[src/rtl/fifo_rd_stream_pkg.sv]
// Shared constants and the pop-credit helper for the FIFO read-side stream adapter.
// Optional error checking is built in when FIFO_RD_STREAM_ERR_EN is defined.
package fifo_rd_stream_pkg;

  localparam int FRS_DATA_W = 32;
  localparam int SKID_DEPTH = 2;

  typedef logic [1:0] occ_t;

  // True when next-cycle occupancy leaves room for one more word in flight.
  function automatic logic credit_ok(occ_t occ, logic in_fire, logic out_fire);
    logic [2:0] n;
    n = {1'b0, occ} + {2'b00, in_fire} - {2'b00, out_fire};
    return n < 3'(SKID_DEPTH);
  endfunction

endpackage

[src/rtl/fifo_rd_stream_skid_buf2.sv]
// Two-entry register skid buffer: ping-pong storage, 1-bit pointers, 2-bit occupancy.
// Head data is a plain mux of registers so the consumer sees no input-to-output path.
module fifo_rd_stream_skid_buf2
  import fifo_rd_stream_pkg::*;
#(
  parameter int DATA_W = FRS_DATA_W
) (
  input  logic              clk,
  input  logic              rst_n,
  input  logic              i_push,
  input  logic [DATA_W-1:0] i_push_dat,
  input  logic              i_pop,
  output occ_t              o_occ,
  output logic [DATA_W-1:0] o_head_dat
);

  logic [DATA_W-1:0] r_buf [SKID_DEPTH];
  logic              r_wr_ptr;
  logic              r_rd_ptr;
  occ_t              r_occ;

  genvar gi;
  generate
    for (gi = 0; gi < SKID_DEPTH; gi++) begin : g_entry
      always_ff @(posedge clk or negedge rst_n) begin
        if (!rst_n) begin
          r_buf[gi] <= '0;
        end else if (i_push && (r_wr_ptr == 1'(gi))) begin
          r_buf[gi] <= i_push_dat;
        end
      end
    end
  endgenerate

  always_ff @(posedge clk or negedge rst_n) begin
    if (!rst_n) begin
      r_wr_ptr <= 1'b0;
      r_rd_ptr <= 1'b0;
      r_occ    <= '0;
    end else begin
      if (i_push) r_wr_ptr <= ~r_wr_ptr;
      if (i_pop)  r_rd_ptr <= ~r_rd_ptr;
      r_occ <= r_occ + {1'b0, i_push} - {1'b0, i_pop};
    end
  end

  assign o_occ      = r_occ;
  assign o_head_dat = r_buf[r_rd_ptr];

endmodule

[src/rtl/fifo_rd_stream.sv]
// Read-side adapter for a sync FIFO: issues pops against skid-buffer credit and streams words out.
// Define FIFO_RD_STREAM_ERR_EN to enable the sticky protocol-error flag (err).
module fifo_rd_stream
  import fifo_rd_stream_pkg::*;
#(
  parameter int DATA_W = FRS_DATA_W
) (
  input  logic              clk,
  input  logic              rst_n,
  input  logic              en,
  input  logic              fifo_empty,
  output logic              fifo_pop,
  input  logic [DATA_W-1:0] fifo_pop_dat,
  input  logic              fifo_pop_dat_vld,
  output logic              out_vld,
  output logic [DATA_W-1:0] out_dat,
  input  logic              out_rdy,
  output logic              err
);

  logic w_in_fire;
  logic w_out_fire;
  logic w_push;
  occ_t w_occ;

  assign w_in_fire  = fifo_pop_dat_vld;
  assign w_out_fire = out_vld & out_rdy;
  assign out_vld    = (w_occ != 2'd0);
  assign fifo_pop   = en & ~fifo_empty & credit_ok(w_occ, w_in_fire, w_out_fire);

`ifdef FIFO_RD_STREAM_ERR_EN
  logic r_pop_prev;
  logic r_err;
  logic w_overflow;
  logic w_spurious;

  // An overflowing word is dropped so the buffered words stay intact.
  assign w_overflow = w_in_fire & (w_occ == 2'd2) & ~w_out_fire;
  assign w_spurious = w_in_fire & ~r_pop_prev;
  assign w_push     = w_in_fire & ~w_overflow;

  always_ff @(posedge clk or negedge rst_n) begin
    if (!rst_n) begin
      r_pop_prev <= 1'b0;
      r_err      <= 1'b0;
    end else begin
      r_pop_prev <= fifo_pop;
      if (w_overflow || w_spurious) r_err <= 1'b1;
    end
  end

  assign err = r_err;
`else
  assign w_push = w_in_fire;
  assign err    = 1'b0;
`endif

  fifo_rd_stream_skid_buf2 #(
    .DATA_W(DATA_W)
  ) u_skid (
    .clk        (clk),
    .rst_n      (rst_n),
    .i_push     (w_push),
    .i_push_dat (fifo_pop_dat),
    .i_pop      (w_out_fire),
    .o_occ      (w_occ),
    .o_head_dat (out_dat)
  );

endmodule
[config.mk]
export PLATFORM = sky130hd
export DESIGN_NAME = fifo_rd_stream
export DESIGN_NICKNAME = d
export VERILOG_FILES = /design/src/rtl/fifo_rd_stream_pkg.sv /design/src/rtl/fifo_rd_stream_skid_buf2.sv /design/src/rtl/fifo_rd_stream.sv
export SDC_FILE = /design/constraint.sdc
export NUM_CORES = 1
export LEC_CHECK = 0
export BUFFER_PORTS_ARGS = -buffer_cell sky130_fd_sc_hd__buf_2
export CAP_MARGIN = 20
export CORE_MARGIN = 3
export CORE_UTILIZATION = 25
export CTS_BUF_LIST = sky130_fd_sc_hd__clkbuf_8
export DETAILED_ROUTE_END_ITERATION = 16
export MAX_ROUTING_LAYER = met4
export PLACE_DENSITY_LB_ADDON = 0.05
export SLEW_MARGIN = 20
export SYNTH_ARGS = -nofsm -noshare
export SYNTH_HDL_FRONTEND = slang
export SYNTH_SLANG_ARGS = --single-unit
[constraint.sdc]
create_clock -name clk -period 4.96 [get_ports clk]
set_input_delay 0.992 -clock clk [delete_from_list [all_inputs] [get_ports clk]]
set_output_delay 0.992 -clock clk [all_outputs]
set_load 0.01 [all_outputs]
After elaboration in Yosys (flattened, before gate mapping)

Cells that the tools add are included.
Widths: inputs -> output; s select.

Bits in registers: 68
Output and inout port bits: 35
Logic and storage cells: 24

$add $sub $neg: 4
Magnitude comparators: 2
Muxes and demuxes: 3
Bitwise logic cells: 7
Reductions and logical operators: 3

Operators by type and width:

| cell               | number |
|---|---|
| $mux 32            | 3 |
| $add 2x1->3        | 1 |
| $and 1x1->1        | 3 |
| $lt 3x2->1 const B | 1 |
| $not 1->1          | 3 |
| $sub 3x1->3        | 1 |
| $add 2x1->2        | 1 |
| $ge 2x2->1 const B | 1 |
| $logic_and 1x1->1  | 2 |
| $not 1->2          | 1 |
| $reduce_bool 2->1  | 1 |
| $sub 2x1->2        | 1 |

Depth between registers and ports, before layout

Depth in word-level cells: 5
Depth in mapped cells: 7
Depth with buffers taken out: 7

Cells and area by module

Synthesis repeated with hierarchy kept, for this count alone.

Cells, all modules: 196
Area, all modules: 3062.9 um^2

Modules (own cells, without submodules):

| module                   | times used | cells each | area each (um^2) | seq. area each (um^2) |
|---|---|---|---|---|
| fifo_rd_stream_skid_buf2 | 1          | 185        | 2974.1           | 1701.6 |
| fifo_rd_stream           | 1          | 11         | 88.8             | 0.0 |

Worst setup path before layout

Ideal clock, no wire load.

Path type: input -> output
Start: input port out_rdy
End: output port fifo_pop
Arrival: 2.510 ns
Required time: 3.968 ns
Path slack: 1.458 ns
Cell stages on the path: 7
Path through: o21a_1 -> ha_1 -> inv_1 -> ha_1 -> fa_1 -> xnor2_1 -> nor4b_1

Cells in the longest elaborated chain, start to end: 4

RTL lines:

| element         | RTL line                 | RTL |
|---|---|---|
| start, declared | fifo_rd_stream.sv:17     | `input logic out_rdy,` |
| $and 1x1->1     | fifo_rd_stream.sv:27     | `assign w_out_fire = out_vld & out_rdy;` |
| $sub 3x1->3     | fifo_rd_stream_pkg.sv:13 | `n = {1'b0, occ} + {2'b00, in_fire} - {2'b00, out_fire};` |
| $lt 3x2->1      | fifo_rd_stream_pkg.sv:14 | `return n < 3'(SKID_DEPTH);` |
| $and 1x1->1     | fifo_rd_stream.sv:29     | `assign fifo_pop = en & ~fifo_empty & credit_ok(w_occ, w_in_fire, w_out_fire);` |
| end, declared   | fifo_rd_stream.sv:12     | `output logic fifo_pop,` |

Every way passes these cells.

Worst setup path in the final report

Start: input port out_rdy
End: output port fifo_pop

Cells in the longest elaborated chain, start to end: 4

RTL lines:

| element          | RTL line                       | RTL |
|---|---|---|
| $and 1x1->1      | fifo_rd_stream.sv:27           |  |
| via u_skid.i_pop | fifo_rd_stream_skid_buf2.sv:12 | `input logic i_pop,` |
| $sub 3x1->3      | fifo_rd_stream_pkg.sv:13       |  |
| $lt 3x2->1       | fifo_rd_stream_pkg.sv:14       |  |
| $and 1x1->1      | fifo_rd_stream.sv:29           |  |

The timed path passes the listed nets, and every way through them passes these cells.

==> results by group <==
Final layout
  – Footprint of the multi-input gates: 1224 sq um
  – N_diodes: 0
  – Finished Layout Cells: about 410
  – Layout area overhead: 22.59%
  – Fin nets: 307
  – Layout fillers: between 1,000 and 1,500
  – Core Util, Final: 0.3192
  – Share of cells above drive strength 1: 0.6852
  – Sequential cell area: 1702 sq um

Clock tree
  – Cts repair resizes: 0
  – Postcts setup bufs: 0
  – Hold_buf cts: 0
  – Total CTS buffers: 9
  – Clk sinks: 68
  – Clock root buffer: clkbuf_8
  – CTS tree: done
  – Clock latency on the worst-skew pair: 340 ps
  – H-tree Lvls: 3
  – CTS Buffer Depth: 2
  – Clock transition time at the flip-flop clock pins of the worst setup and hold paths: 60 ps

Place
  – RD Place Congestion: 0.6356
  – Worst Setup Slack post-DPL: 1329 ps
  – Number of buffers added on ports: slightly above 70
  – Placed Instances: 398
  – Hpwl dp: between 4000 and 5000 um

STA
  – TNS Setup: 0 ps
  – Period utilization: 0.7288
  – Worst Hold Margin: 500.9 ps
  – Hold Fails Final Rpt: 0
  – Max Slew Vio Count: 0
  – Fmax: about 280 MHz
  – Fin crit period: between 3000 and 4000 ps
  – Setup Viol. Count Final: 0
  – Clock Skew: 8.705 ps
  – Slew @ Worst Pin: 832.6 ps
  – RSZ-0062 raised after global routing: no
  – Fin worst setup slack: 1345 ps
  – Slew HR: 0.4449

Hold path
  – Hold path depth: 1
  – HP Class: register to register

Synth
  – Area leader, netlist: dfrtp_1
  – Syn Area/Cell: 15.75 sq um
  – Yosys reg bits: 68
  – Syn Inst Count: ~190
  – Post-synth cell types: 17
  – Top post-synthesis cells by count: mux2_2 (88), dfrtp_1 (68), mux2_4 (8)
  – Post-synthesis sequential area ratio: 0.5627
  – Synth Warn #: 0
  – Count leader, synth: mux2_2
  – EDFF count, synth: 0
  – Async S/R FF share, synth: 1.000
  – Synth top area share: 0.5627
  – Syn_nets: 233
  – Synth Flop Type: dfrtp_1
  – Mapped cell area: a little over 3000 sq um
  – Synth area leaders: dfrtp_1 (56%), mux2_2 (33%), mux2_4 (4.0%)

GRT
  – First-pass GRT wire length: about 11,000 um
  – Grt ovf: 0
  – Antenna violations before repair: 0
  – Largest net degree at the start of global routing: 36
  – Vias in the first global route: about 2,100
  – GRT Util Overall: 0.1085

Die
  – Die area: 13,450 sq um
  – Placement Rows: 39
  – Core Area: 11,610 sq um
  – Initial core utilization: 0.2604
  – Die Ht: 116.0 um
  – Num ports: 73
  – Die width: about 120 um

Detailed routing
  – Drt first pass iters: 3
  – Iteration-0 DRC Markers: 52
  – DR DRC count: 0
  – DR WL/cell: 15.72 um
  – Post-Route WL: approximately 6500 um
  – Via count: 1,759
  – Vias per cell: 4.259
  – DRT antenna net count: 0

Setup path
  – Cell count of the worst reg-to-reg path: 3
  – Critical Path RT: 3970 ps
  – Worst path slowest cell: fa_1
  – Crit path kind: primary input to output port
  – CP max FO: 2
  – CP endpoint kind: output port
  – CP max stage delay: 380 ps
  – Crit path cell chain: buf_2 -> o21a_1 -> ha_1 -> inv_1 -> ha_1 -> fa_1 -> xnor2_1 -> nor4b_1 -> buf_2
  – Flop-to-flop setup slack: 3040 ps
  – Startpoint types: primary input
  – Crit path arrival time: 2620 ps

Status
  – Outcome: finished clean

Pwr
  – Pwr dens: 690.9 nW/um^2
  – VDD IR max: 210.7 uV
  – Static Leak: 0.001687 uW

Job
  – Max-cap violations: 0
-- flip-flops by register name, summed over array words and instances, names as in the netlist --
signal and flops:
u_skid.o_occ 2, u_skid.r_buf 64, u_skid.r_rd_ptr 1, u_skid.r_wr_ptr 1
-- through the flow --
step                      power, uW  area (sq um)
final                          2562          3707
after global routing           2770          3707
after CTS                      2625          3707
after detailed placement       2132          3505
after global placement         2123          3505
after floorplan                1766          3024
-- routing by layer --
metal  track usage  vias to the layer above  wire length (um)
met1        0.1316                      881              3101
met2        0.1669                       51              2942
met5             -                        -                 0
li1              -                      819                 -
met3       0.03864                        8               333
met4       0.03944                        0               116
-- where the power goes --
group | switching, uW | internal (uW)
Sequential | 163 | 839
Clock | 203 | 268
Combinational | 452 | 636
-- layout by cell type, fill, tap and decap left out --
master and n:
buf_2 71, buf_4 4, bufinv_16 1, clkbuf_8 12, conb_1 1, dfrtp_1 68
fa_1 1, ha_1 2, inv_1 6, mux2_2 88, mux2_4 8, nand2_1 2
nor2b_4 1, nor4b_1 1, o21a_1 1, xnor2_1 1, xor2_1 2
-- critical path, delay by kind of cell --
family | cells | cell delay [ps]
adder cells (fa/ha/maj) | 3 | 830
buffers and inverters | 3 | 300
AND/OR/NAND/NOR | 1 | 240
XOR/XNOR | 1 | 130
AO/OA/AOI/OAI | 1 | 120
-- logic make-up after synthesis --
| logic type | after synthesis | share of synthesized area |
|---|---|---|
| AOI/OAI and AO/OA | 1 | 0.002483 |
| xor gates and xnor gates | 3 | 0.008690 |
| buffers and inverters | 16 | 0.03516 |
| adders and majority gates | 3 | 0.01489 |
| and+or+nand+nor | 4 | 0.007450 |
| muxes | 96 | 0.3674 |
| DFF | 68 | 0.5627 |
| other | 1 | 0.001240 |
-- worst paths after layout --
check	startpoint	to
max	out_rdy	fifo_pop
min	u_skid.r_buf[3]$_DFFE_PN0P_	u_skid.r_buf[3]$_DFFE_PN0P_
max reg2reg	u_skid.r_wr_ptr$_DFFE_PN0P_	u_skid.r_buf[30]$_DFFE_PN0P_
min reg2reg	u_skid.r_buf[3]$_DFFE_PN0P_	u_skid.r_buf[3]$_DFFE_PN0P_
max in group asynchronous	rst_n	u_skid.r_buf[3]$_DFFE_PN0P_
min in group asynchronous	rst_n	u_skid.r_buf[4]$_DFFE_PN0P_
-- final cells by class --
cell class / instances / share of cell area
well taps: 143 / 0.04826
repair buffers: 75 / 0.1039
inverters: 4 / 0.004050
multi-input cells: 108 / 0.3301
clock buffers: 12 / 0.04455
flip-flops and latches: 68 / 0.4590
clock inverters: 3 / 0.01012
No activity file was read; power rests on OpenSTA's default activity.
